### src/rtl/pwm_dac_slew_sched_if.sv
// Bus bundle for the PWM DAC slew scheduler: register-file side inputs and
// encoded PWM configuration outputs.
interface pwm_dac_slew_sched_if #(
  parameter int DIV_W = 16
);
  logic             en_i;
  logic [DIV_W-1:0] div_i;
  logic [11:0]      step_i;
  logic             tgt_wr_i;
  logic [1:0]       tgt_ch_i;
  logic [11:0]      tgt_val_i;
  logic [23:0]      dac_a_o;
  logic [23:0]      dac_b_o;
  logic [23:0]      dac_c_o;
  logic [23:0]      dac_d_o;
  logic [3:0]       done_o;
  logic             busy_o;

  modport master (
    output en_i, div_i, step_i, tgt_wr_i, tgt_ch_i, tgt_val_i,
    input  dac_a_o, dac_b_o, dac_c_o, dac_d_o, done_o, busy_o
  );

  modport slave (
    input  en_i, div_i, step_i, tgt_wr_i, tgt_ch_i, tgt_val_i,
    output dac_a_o, dac_b_o, dac_c_o, dac_d_o, done_o, busy_o
  );
endinterface

### src/rtl/pwm_dac_slew_sched.sv
// Slew-rate-limited scheduler: on each accepted tick, sweeps channels a..d once,
// moving each current value toward its target by at most step, then PWM-encodes it.
module pwm_dac_slew_sched #(
  parameter int DIV_W = 16
) (
  input logic                  clk_i,
  input logic                  rst_i,
  pwm_dac_slew_sched_if.slave  bus
);

  typedef enum logic [2:0] {IDLE, UPD0, UPD1, UPD2, UPD3} state_t;

  state_t           state, state_nxt;
  logic [DIV_W-1:0] cnt;
  logic             tick;
  logic             upd_en;
  logic [1:0]       upd_ch;
  logic             busy;
  logic [11:0]      tgt [4];
  logic [11:0]      cur [4];
  logic [23:0]      dac_p1 [4];
  logic [3:0]       done_p1;

  function automatic logic [11:0] slew(input logic [11:0] c, input logic [11:0] t,
                                       input logic [11:0] s);
    logic signed [12:0] d;
    logic [12:0]        mag;
    d   = $signed({1'b0, t}) - $signed({1'b0, c});
    mag = d[12] ? $unsigned(-d) : $unsigned(d);
    if (s == 12'd0 || mag <= {1'b0, s})
      return t;
    else if (d[12])
      return c - s;
    else
      return c + s;
  endfunction

  // Low 16 bits spread the 4 LSBs over the PWM frame (b3 every 2nd slot, b2 every 4th, ...)
  function automatic logic [23:0] encode(input logic [11:0] v);
    return {v[11:4], 1'b0, v[3], v[2], v[3], v[1], v[3], v[2], v[3], v[0],
            v[3], v[2], v[3], v[1], v[3], v[2], v[3]};
  endfunction

  assign tick = bus.en_i && (cnt == bus.div_i);

  always_ff @(posedge clk_i or posedge rst_i) begin
    if (rst_i)
      cnt <= '0;
    else if (!bus.en_i || tick)
      cnt <= '0;
    else
      cnt <= cnt + 1'b1;
  end

  always_comb begin
    state_nxt = state;
    upd_en    = 1'b0;
    upd_ch    = 2'd0;
    case (state)
      IDLE: if (tick) state_nxt = UPD0;
      UPD0: begin state_nxt = UPD1; upd_en = 1'b1; upd_ch = 2'd0; end
      UPD1: begin state_nxt = UPD2; upd_en = 1'b1; upd_ch = 2'd1; end
      UPD2: begin state_nxt = UPD3; upd_en = 1'b1; upd_ch = 2'd2; end
      UPD3: begin state_nxt = IDLE; upd_en = 1'b1; upd_ch = 2'd3; end
      default: state_nxt = IDLE;
    endcase
  end

  always_ff @(posedge clk_i or posedge rst_i) begin
    if (rst_i) begin
      state <= IDLE;
      busy  <= 1'b0;
    end else begin
      state <= state_nxt;
      busy  <= (state_nxt != IDLE);
    end
  end

  // Stage p0: target/current state; stage p1: registered encode and done flags
  always_ff @(posedge clk_i or posedge rst_i) begin
    if (rst_i) begin
      for (int k = 0; k < 4; k++) begin
        tgt[k]    <= '0;
        cur[k]    <= '0;
        dac_p1[k] <= '0;
      end
      done_p1 <= 4'hF;
    end else begin
      if (upd_en)
        cur[upd_ch] <= slew(cur[upd_ch], tgt[upd_ch], bus.step_i);
      if (bus.tgt_wr_i)
        tgt[bus.tgt_ch_i] <= bus.tgt_val_i;
      for (int k = 0; k < 4; k++) begin
        dac_p1[k]  <= encode(cur[k]);
        done_p1[k] <= (cur[k] == tgt[k]);
      end
    end
  end

  assign bus.dac_a_o = dac_p1[0];
  assign bus.dac_b_o = dac_p1[1];
  assign bus.dac_c_o = dac_p1[2];
  assign bus.dac_d_o = dac_p1[3];
  assign bus.done_o  = done_p1;
  assign bus.busy_o  = busy;

endmodule

### src/flat_wrapper.sv
// flat-port wrapper written by rule: the top's interface ports become plain ports
module pwm_dac_slew_sched_flat 
#(
  parameter int DIV_W = 16
)
  (clk_i, rst_i, bus_en_i, bus_div_i, bus_step_i, bus_tgt_wr_i, bus_tgt_ch_i, bus_tgt_val_i, bus_dac_a_o, bus_dac_b_o, bus_dac_c_o, bus_dac_d_o, bus_done_o, bus_busy_o);
  pwm_dac_slew_sched_if #(.DIV_W(DIV_W)) bus_i ();
  input logic clk_i;
  input logic rst_i;
  input wire logic [$bits(bus_i.en_i)-1:0] bus_en_i;
  input wire logic [$bits(bus_i.div_i)-1:0] bus_div_i;
  input wire logic [$bits(bus_i.step_i)-1:0] bus_step_i;
  input wire logic [$bits(bus_i.tgt_wr_i)-1:0] bus_tgt_wr_i;
  input wire logic [$bits(bus_i.tgt_ch_i)-1:0] bus_tgt_ch_i;
  input wire logic [$bits(bus_i.tgt_val_i)-1:0] bus_tgt_val_i;
  output wire logic [$bits(bus_i.dac_a_o)-1:0] bus_dac_a_o;
  output wire logic [$bits(bus_i.dac_b_o)-1:0] bus_dac_b_o;
  output wire logic [$bits(bus_i.dac_c_o)-1:0] bus_dac_c_o;
  output wire logic [$bits(bus_i.dac_d_o)-1:0] bus_dac_d_o;
  output wire logic [$bits(bus_i.done_o)-1:0] bus_done_o;
  output wire logic [$bits(bus_i.busy_o)-1:0] bus_busy_o;
  assign bus_i.en_i = bus_en_i;
  assign bus_i.div_i = bus_div_i;
  assign bus_i.step_i = bus_step_i;
  assign bus_i.tgt_wr_i = bus_tgt_wr_i;
  assign bus_i.tgt_ch_i = bus_tgt_ch_i;
  assign bus_i.tgt_val_i = bus_tgt_val_i;
  assign bus_dac_a_o = bus_i.dac_a_o;
  assign bus_dac_b_o = bus_i.dac_b_o;
  assign bus_dac_c_o = bus_i.dac_c_o;
  assign bus_dac_d_o = bus_i.dac_d_o;
  assign bus_done_o = bus_i.done_o;
  assign bus_busy_o = bus_i.busy_o;
  pwm_dac_slew_sched #(.DIV_W(DIV_W)) u_core (.clk_i(clk_i), .rst_i(rst_i), .bus(bus_i));
endmodule
### config.mk
export PLATFORM = sky130hd
export DESIGN_NAME = pwm_dac_slew_sched_flat
export DESIGN_NICKNAME = d
export VERILOG_FILES = /design/src/rtl/pwm_dac_slew_sched_if.sv /design/src/rtl/pwm_dac_slew_sched.sv /design/src/flat_wrapper.sv
export SDC_FILE = /design/constraint.sdc
export NUM_CORES = 1
export LEC_CHECK = 0
export BUFFER_PORTS_ARGS = -buffer_cell sky130_fd_sc_hd__buf_2
export CAP_MARGIN = 40
export CORE_UTILIZATION = 58
export DETAILED_ROUTE_END_ITERATION = 10
export PLACE_DENSITY_LB_ADDON = 0.1
export RECOVER_POWER = 50
export SYNTH_ARGS = -nofsm -noshare
export SYNTH_HDL_FRONTEND = slang
export SYNTH_SLANG_ARGS = --single-unit
### constraint.sdc
create_clock -name clk_i -period 6.36 [get_ports clk_i]
set_clock_uncertainty 0.15 [all_clocks]
set_input_delay 1.272 -clock clk_i [delete_from_list [all_inputs] [get_ports clk_i]]
set_output_delay 1.272 -clock clk_i [all_outputs]
set_load 0.01 [all_outputs]
### Word level (Yosys, flattened, before mapping)

Cells that the tools add are included.

| word-level totals | value |
|---|---|
| register bits | 212 |
| logic and storage cells | 68 |
| output and inout bits | 101 |
| bits of input ports | 46 |

| cells by class | value |
|---|---|
| $add $sub $neg | 5 |
| reduce and logical (&&, ||, !) cells | 10 |
| bitwise operators | 2 |
| order comparisons | 5 |
| eq/ne operators | 9 |
| multiplexer cells | 21 |

Operators by type and width:

| kind | number |
|---|---|
| 12-bit 2-to-1 mux | 9 |
| 48-bit bitwise mux | 2 |
| 12-bit binary-select mux with 2-bit select | 2 |
| 12-bit demux with 2-bit select | 2 |
| 12-bit == test | 4 |
| 16-bit by 1-bit adder with 16-bit output (second input constant) | 1 |
| 16-bit == test | 1 |
| 16-bit 2-to-1 mux | 1 |
| 13-bit by 12-bit less-or-equal comparator with 1-bit output | 1 |
| 13-bit 2-to-1 mux | 1 |
| 13-bit negator | 1 |
| 12-bit by 12-bit subtractor with 13-bit output | 1 |
| 12-bit adder | 1 |
| 12-bit zero test | 1 |
| 3-bit case mux with 4 select lines | 1 |
| 12-bit subtractor | 1 |
| 3-bit by 2-bit == test with 1-bit output (second input constant) | 2 |
| 3-bit greater-or-equal comparator (second input constant) | 2 |
| 3-bit by 1-bit less-than comparator with 1-bit output (second input constant) | 2 |
| 2-bit NOT with 3-bit output | 2 |
| 2-bit case mux with 3 select lines | 1 |
| 4-bit OR reduction | 1 |
| 3-bit by 1-bit == test with 1-bit output (second input constant) | 1 |
| 3-bit == test (second input constant) | 1 |
| 7 further kinds | 10 |

### Logic depth before layout (Yosys ltp)

| logic depth | value |
|---|---|
| word-level depth | 14 |
| mapped depth | 27 |
| gate-level depth less buffers | 25 |

### Worst setup path before layout

OpenSTA, ideal clock, no wires.

| timing | value |
|---|---|
| kind | reg2reg |
| start point | reg u_core.state[0] |
| end point | reg u_core.cur[14] in the netlist's numbering |
| setup time | 0.135 ns |
| slack | 0.550 ns |
| buffers on the path | 3 |
| arrival time | 5.526 ns |
| data required time | 6.075 ns |
| clock period less this slack | 5.810 ns |
| cell stages (with the launch flop) | 27 |
| cells stage by stage | dfrtp_1 -> clkbuf_1 -> nor2_1 -> nand2_1 -> nand2_1 -> clkbuf_1 -> a21oi_1 -> a221o_1 -> ha_1 -> o21ai_2 -> a21oi_2 -> or4_1 -> and3_4 -> or2_2 -> a31oi_1 -> xnor2_1 -> ha_1 -> and3_1 -> nand3_1 -> nor2_1 -> a211oi_1 -> o311ai_0 -> and3_1 -> a41oi_4 -> buf_12 -> mux2i_4 -> o21ai_1 |

| on the way | value |
|---|---|
| longest elaborated chain between the ends | 14 |
| elaborated cells on any way between the ends | 30 |
| classes of those cells | 4 x add/sub; 3 x order compare; 4 x eq/ne; 15 x mux; 1 x bitwise; 3 x reduce/logical |

Ends and longest elaborated chain:

| what | RTL line | text |
|---|---|---|
| from (decl) | pwm_dac_slew_sched.sv:13 | `state_t state, state_nxt;` |
| from (signal assigned) | pwm_dac_slew_sched.sv:74 | `state <= state_nxt;` |
| 3-bit == test / 3-bit by 2-bit == test with 1-bit output (equally long branches) | pwm_dac_slew_sched.sv:59 | `case (state)` |
| 2-bit case mux with 3 select lines | pwm_dac_slew_sched.sv:59 |  |
| 2-bit NOT with 3-bit output (not written as such) | pwm_dac_slew_sched.sv:90 | `cur[upd_ch] <= slew(cur[upd_ch], tgt[upd_ch], bus.step_i);` |
| 12-bit binary-select mux with 2-bit select | pwm_dac_slew_sched.sv:90 |  |
| 12-bit 2-to-1 mux (not written as such) (2 in series) | pwm_dac_slew_sched.sv:90 |  |
| 12-bit by 12-bit subtractor with 13-bit output | pwm_dac_slew_sched.sv:28 | `d = $signed({1'b0, t}) - $signed({1'b0, c});` |
| 13-bit negator | pwm_dac_slew_sched.sv:29 | `mag = d[12] ? $unsigned(-d) : $unsigned(d);` |
| 13-bit 2-to-1 mux | pwm_dac_slew_sched.sv:29 |  |
| 13-bit by 12-bit less-or-equal comparator with 1-bit output | pwm_dac_slew_sched.sv:30 | `if (s == 12'd0 \|\| mag <= {1'b0, s})` |
| 1-bit logical OR | pwm_dac_slew_sched.sv:30 |  |
| 12-bit 2-to-1 mux | pwm_dac_slew_sched.sv:30 |  |
| 12-bit 2-to-1 mux | pwm_dac_slew_sched.sv:89 | `if (upd_en)` |
| 48-bit bitwise mux | pwm_dac_slew_sched.sv:90 |  |
| to (signal, indexed assignment) | pwm_dac_slew_sched.sv:90 |  |
| to (decl) | pwm_dac_slew_sched.sv:20 | `logic [11:0] cur [4];` |

Several ways; a longest one is shown, not always the timed one. The select of a mux whose other input is x is not followed.
A chain may end at the register's enable or synchronous reset.

### Worst setup path after layout

| timing | value |
|---|---|
| start point | reg u_core.state[2] |
| end point | reg u_core.cur[44] in the netlist's numbering |

The elaborated chain is that of the path after synthesis.

==> run_results.csv <==
group,metric,value,unit
global_routing,grt_max_degree,98,
yosys,yosys.area_share.simple,12.92,%
sta,rsz0062_at_grt,"false",
critical_path,reg2regPathDepth,25,
sta,finalSetupViolCount,0,
min_path,holdPathStages,0,
yosys,synth_fa_ha_area_share,5.378,%
layout,antennaDiodeCount,0,
outcome,violations,"max-capacitance violations, max-slew violations",
routing,drtPass1Iterations,5,
sta,timing.slew.headroom,-189.9,%
layout,layout_common_cells,"163 x dfrtp_1, 140 x buf_2, 105 x nand2_1, 79 x xnor2_1, 58 x a21oi_1",
job,drv_cap,1,
routing,ant_nets,0,
die,ios,147,
global_routing,grt_use_met3,5.171,%
min_path,min_path_type,"flip-flop to flip-flop",
die,die_x,130.6,um
clock_tree,cts_tree,"yes",
yosys,ys_seq_elements,168,
placed_design,portBuffers,142,
layout,areaGrowthSynthToFinish,15.19,%
clock_tree,cts.sink_count,168,
sta,fmax,164.4,MHz
critical_path,crit_path_end_kind,"flip-flop",
layout,drive_gt1_share,28.71,%
layout,final_common_cell,"dfrtp_1",
yosys,ys_async_sr_fraction,100.0,%
global_routing,first_global_vias,6695,
clock_tree,clockRootBuffer,"clkbuf_16",
yosys,syn-cell-area,0.009585,mm^2
yosys,synth_edf_count,0,
global_routing,grtUsageMet2,51.51,%
critical_path,crit_slowest_cell,"or4_1",
sta,setup_tns,0,ns
outcome,status,"finished with violations",
placed_design,gp_congestion,0.9327,
critical_path,required,6.48,ns
clock_tree,path_clk_slew,0.06,ns
global_routing,grt_pass1_wl,38210,um
routing,wire_per_inst,19.60,um
die,core,0.01600,mm^2
yosys,synth_top_family_by_area,"compound AO/OA/AOI/OAI gates",
min_path,hold_end,"u_core.bus.dac_c_o[18]",
routing,vias_per_cell,5.761,
critical_path,critPathTopFamily,"simple AND/OR/NAND/NOR gates",
clock_tree,htreeDepth,4,
yosys,syn_inst,931,
die,die_y,130.6,um
critical_path,crit_buf_inv,2,
yosys,synthMuxAreaShare,7.780,%
yosys,yosysSeqAreaShare,43.91,%
layout,fillCellCount,1277,
routing,remaining_drc_errors,0,
clock_tree,clock_path_buffers,2,
critical_path,r2r_slack,0.28,ns
yosys,synth_compound_area_share,13.18,%
critical_path,critPathMaxFanout,29,
global_routing,use_met1,40.41,%
critical_path,r2r-start,"u_core.state[2]",
global_routing,antenna_found_initial,0,
yosys,synth_xor_area_share,10.38,%
sta,hold_violations,0,
layout,fin_nets,1139,
critical_path,crit_type,"flip-flop to flip-flop",
sta,finalCritPeriodShare,95.64,%
critical_path,cp-start-kind,"flip-flop",
die,initial_core_util,59.91,%
yosys,synthFlopType,"dfrtp_1",
die,die-area,0.01704,mm^2
layout,finish.utilization,69.01,%
routing,route.vias.total,7385,
placed_design,dp_hpwl,18810,um
global_routing,overflow,0,
critical_path,timing.rr.end,"u_core.cur[44]",
die,rows,46,
critical_path,critPathArrivalTime,6.20,ns
critical_path,max_stage_delay,0.52,ns
global_routing,grt_usage,30.80,%
yosys,avgSynthCellArea,10.30,um^2
clock_tree,numCtsBuffers,17,
routing,wirelength,25130,um
global_routing,top_usage_layer,"met2",
sta,slew_viol_final,98,
yosys,ys.warnings.count,0,
sta,worst_pin_slew,4.348,ns
min_path,hp-start,"u_core.cur[18]",
clock_tree,clk_latency,0.42,ns
sta,period_minus_slack,6.082,ns
yosys,yosys.cell_types.count,69,
routing,drt_iter0_drc,574,
[worst max-delay path by stage]
stage,from,endpoint,slack [ns],depth (start not counted)
after floorplan,rst_i,u_core.bus.busy_o,0.40,1
after global placement,u_core.state[0],u_core.cur[47],0.35,25
after detailed placement,u_core.state[1],u_core.cur[47],0.19,27
after CTS,u_core.state[1],u_core.cur[47],0.12,25
after global routing,u_core.state[0],u_core.cur[36],0.007,26
final,u_core.state[2],u_core.cur[44],0.28,25
[what timing repair did]
item | in CTS | in global routing
gates resized for setup | 0 | 11
endpoints found under the setup margin | 0 | 45
setup buffers | 0 | 1
hold buffers | 0 | 0
[cell families (layout without fill, tap and decap cells)]
family / count (synthesis) / in the layout
and+or+nand+nor: 258 / 258
AOI/OAI and AO/OA: 179 / 179
DFF: 168 / 168
xor gates and xnor gates: 112 / 112
buffers and inverters: 111 / 243
muxes: 62 / 62
adders and majority gates: 40 / 40
other: 1 / 4
[synthesized netlist by cell type (6+ instances only)]
library cell / n / area [um^2]
a21o_1: 7 / 52.55
buf_1: 6 / 22.52
nand2_1: 105 / 394.1
a221o_1: 11 / 110.1
o21ai_0: 16 / 80.08
nor3_1: 12 / 60.06
nand3_1: 13 / 65.06
o31ai_2: 8 / 100.1
xor2_1: 32 / 280.3
clkbuf_1: 20 / 75.07
xnor2_1: 79 / 691.9
a31oi_1: 6 / 37.54
o21ai_2: 11 / 96.34
a21oi_1: 58 / 290.3
nand4_1: 16 / 100.1
inv_1: 34 / 127.6
ha_1: 38 / 475.5
mux2i_1: 7 / 70.07
nor2_1: 52 / 195.2
mux2_2: 50 / 563.0
o21ai_1: 19 / 95.09
nand2b_1: 11 / 68.82
buf_4: 48 / 360.4
dfrtp_1: 164 / 4104
and3_1: 9 / 56.30
nor4_1: 7 / 43.79
a221oi_1: 9 / 78.83
[state kept, by name, indices dropped and copies added, names as in the netlist]
name	cells
u_core.cnt	16
u_core.state	3
u_core.bus.dac_c_o	12
u_core.bus.dac_d_o	12
u_core.cur	48
u_core.tgt	48
u_core.bus.done_o	4
u_core.bus.dac_b_o	12
u_core.bus.busy_o	1
u_core.bus.dac_a_o	12
[stage by stage]
| step | std cells | hold slack [ns] | setup WS, ns | cell area (um^2) |
|---|---|---|---|---|
| 3_5_place_dp | 1249 | 0.2949 | 0.1917 | 10420 |
| 5_1_grt | 1282 | 0.3352 | 0.006796 | 11040 |
| 6_report | 1282 | 0.3064 | 0.2775 | 11040 |
| 2_1_floorplan | 934 | 0.2563 | 0.3979 | 9597 |
| 4_1_cts | 1281 | 0.3077 | 0.1182 | 11020 |
| 3_3_place_gp | 1246 | 0.2894 | 0.3525 | 10360 |
[area by class of cell]
class | instances | area (um^2) | share of cell area [%]
clock buffer | 21 | 460.4 | 4.170
clock inverter | 11 | 137.6 | 1.246
inverter | 35 | 136.4 | 1.235
multi-input combinational | 655 | 4816 | 43.61
sequential | 168 | 4210 | 38.13
tap | 216 | 270.3 | 2.448
timing repair buffer | 176 | 1011 | 9.156
[routing by layer]
layer	wire [um]	part of all wire [%]	up-vias
met4	742	3.0	0
met3	1615	6.4	59
met5	0	0	-
li1	-	-	3453
met2	12240	49	330
met1	10530	42	3543
Power is left out: the tool's default activity adds up to more than one toggle a clock period on the data nets, which glitch-free logic cannot reach.
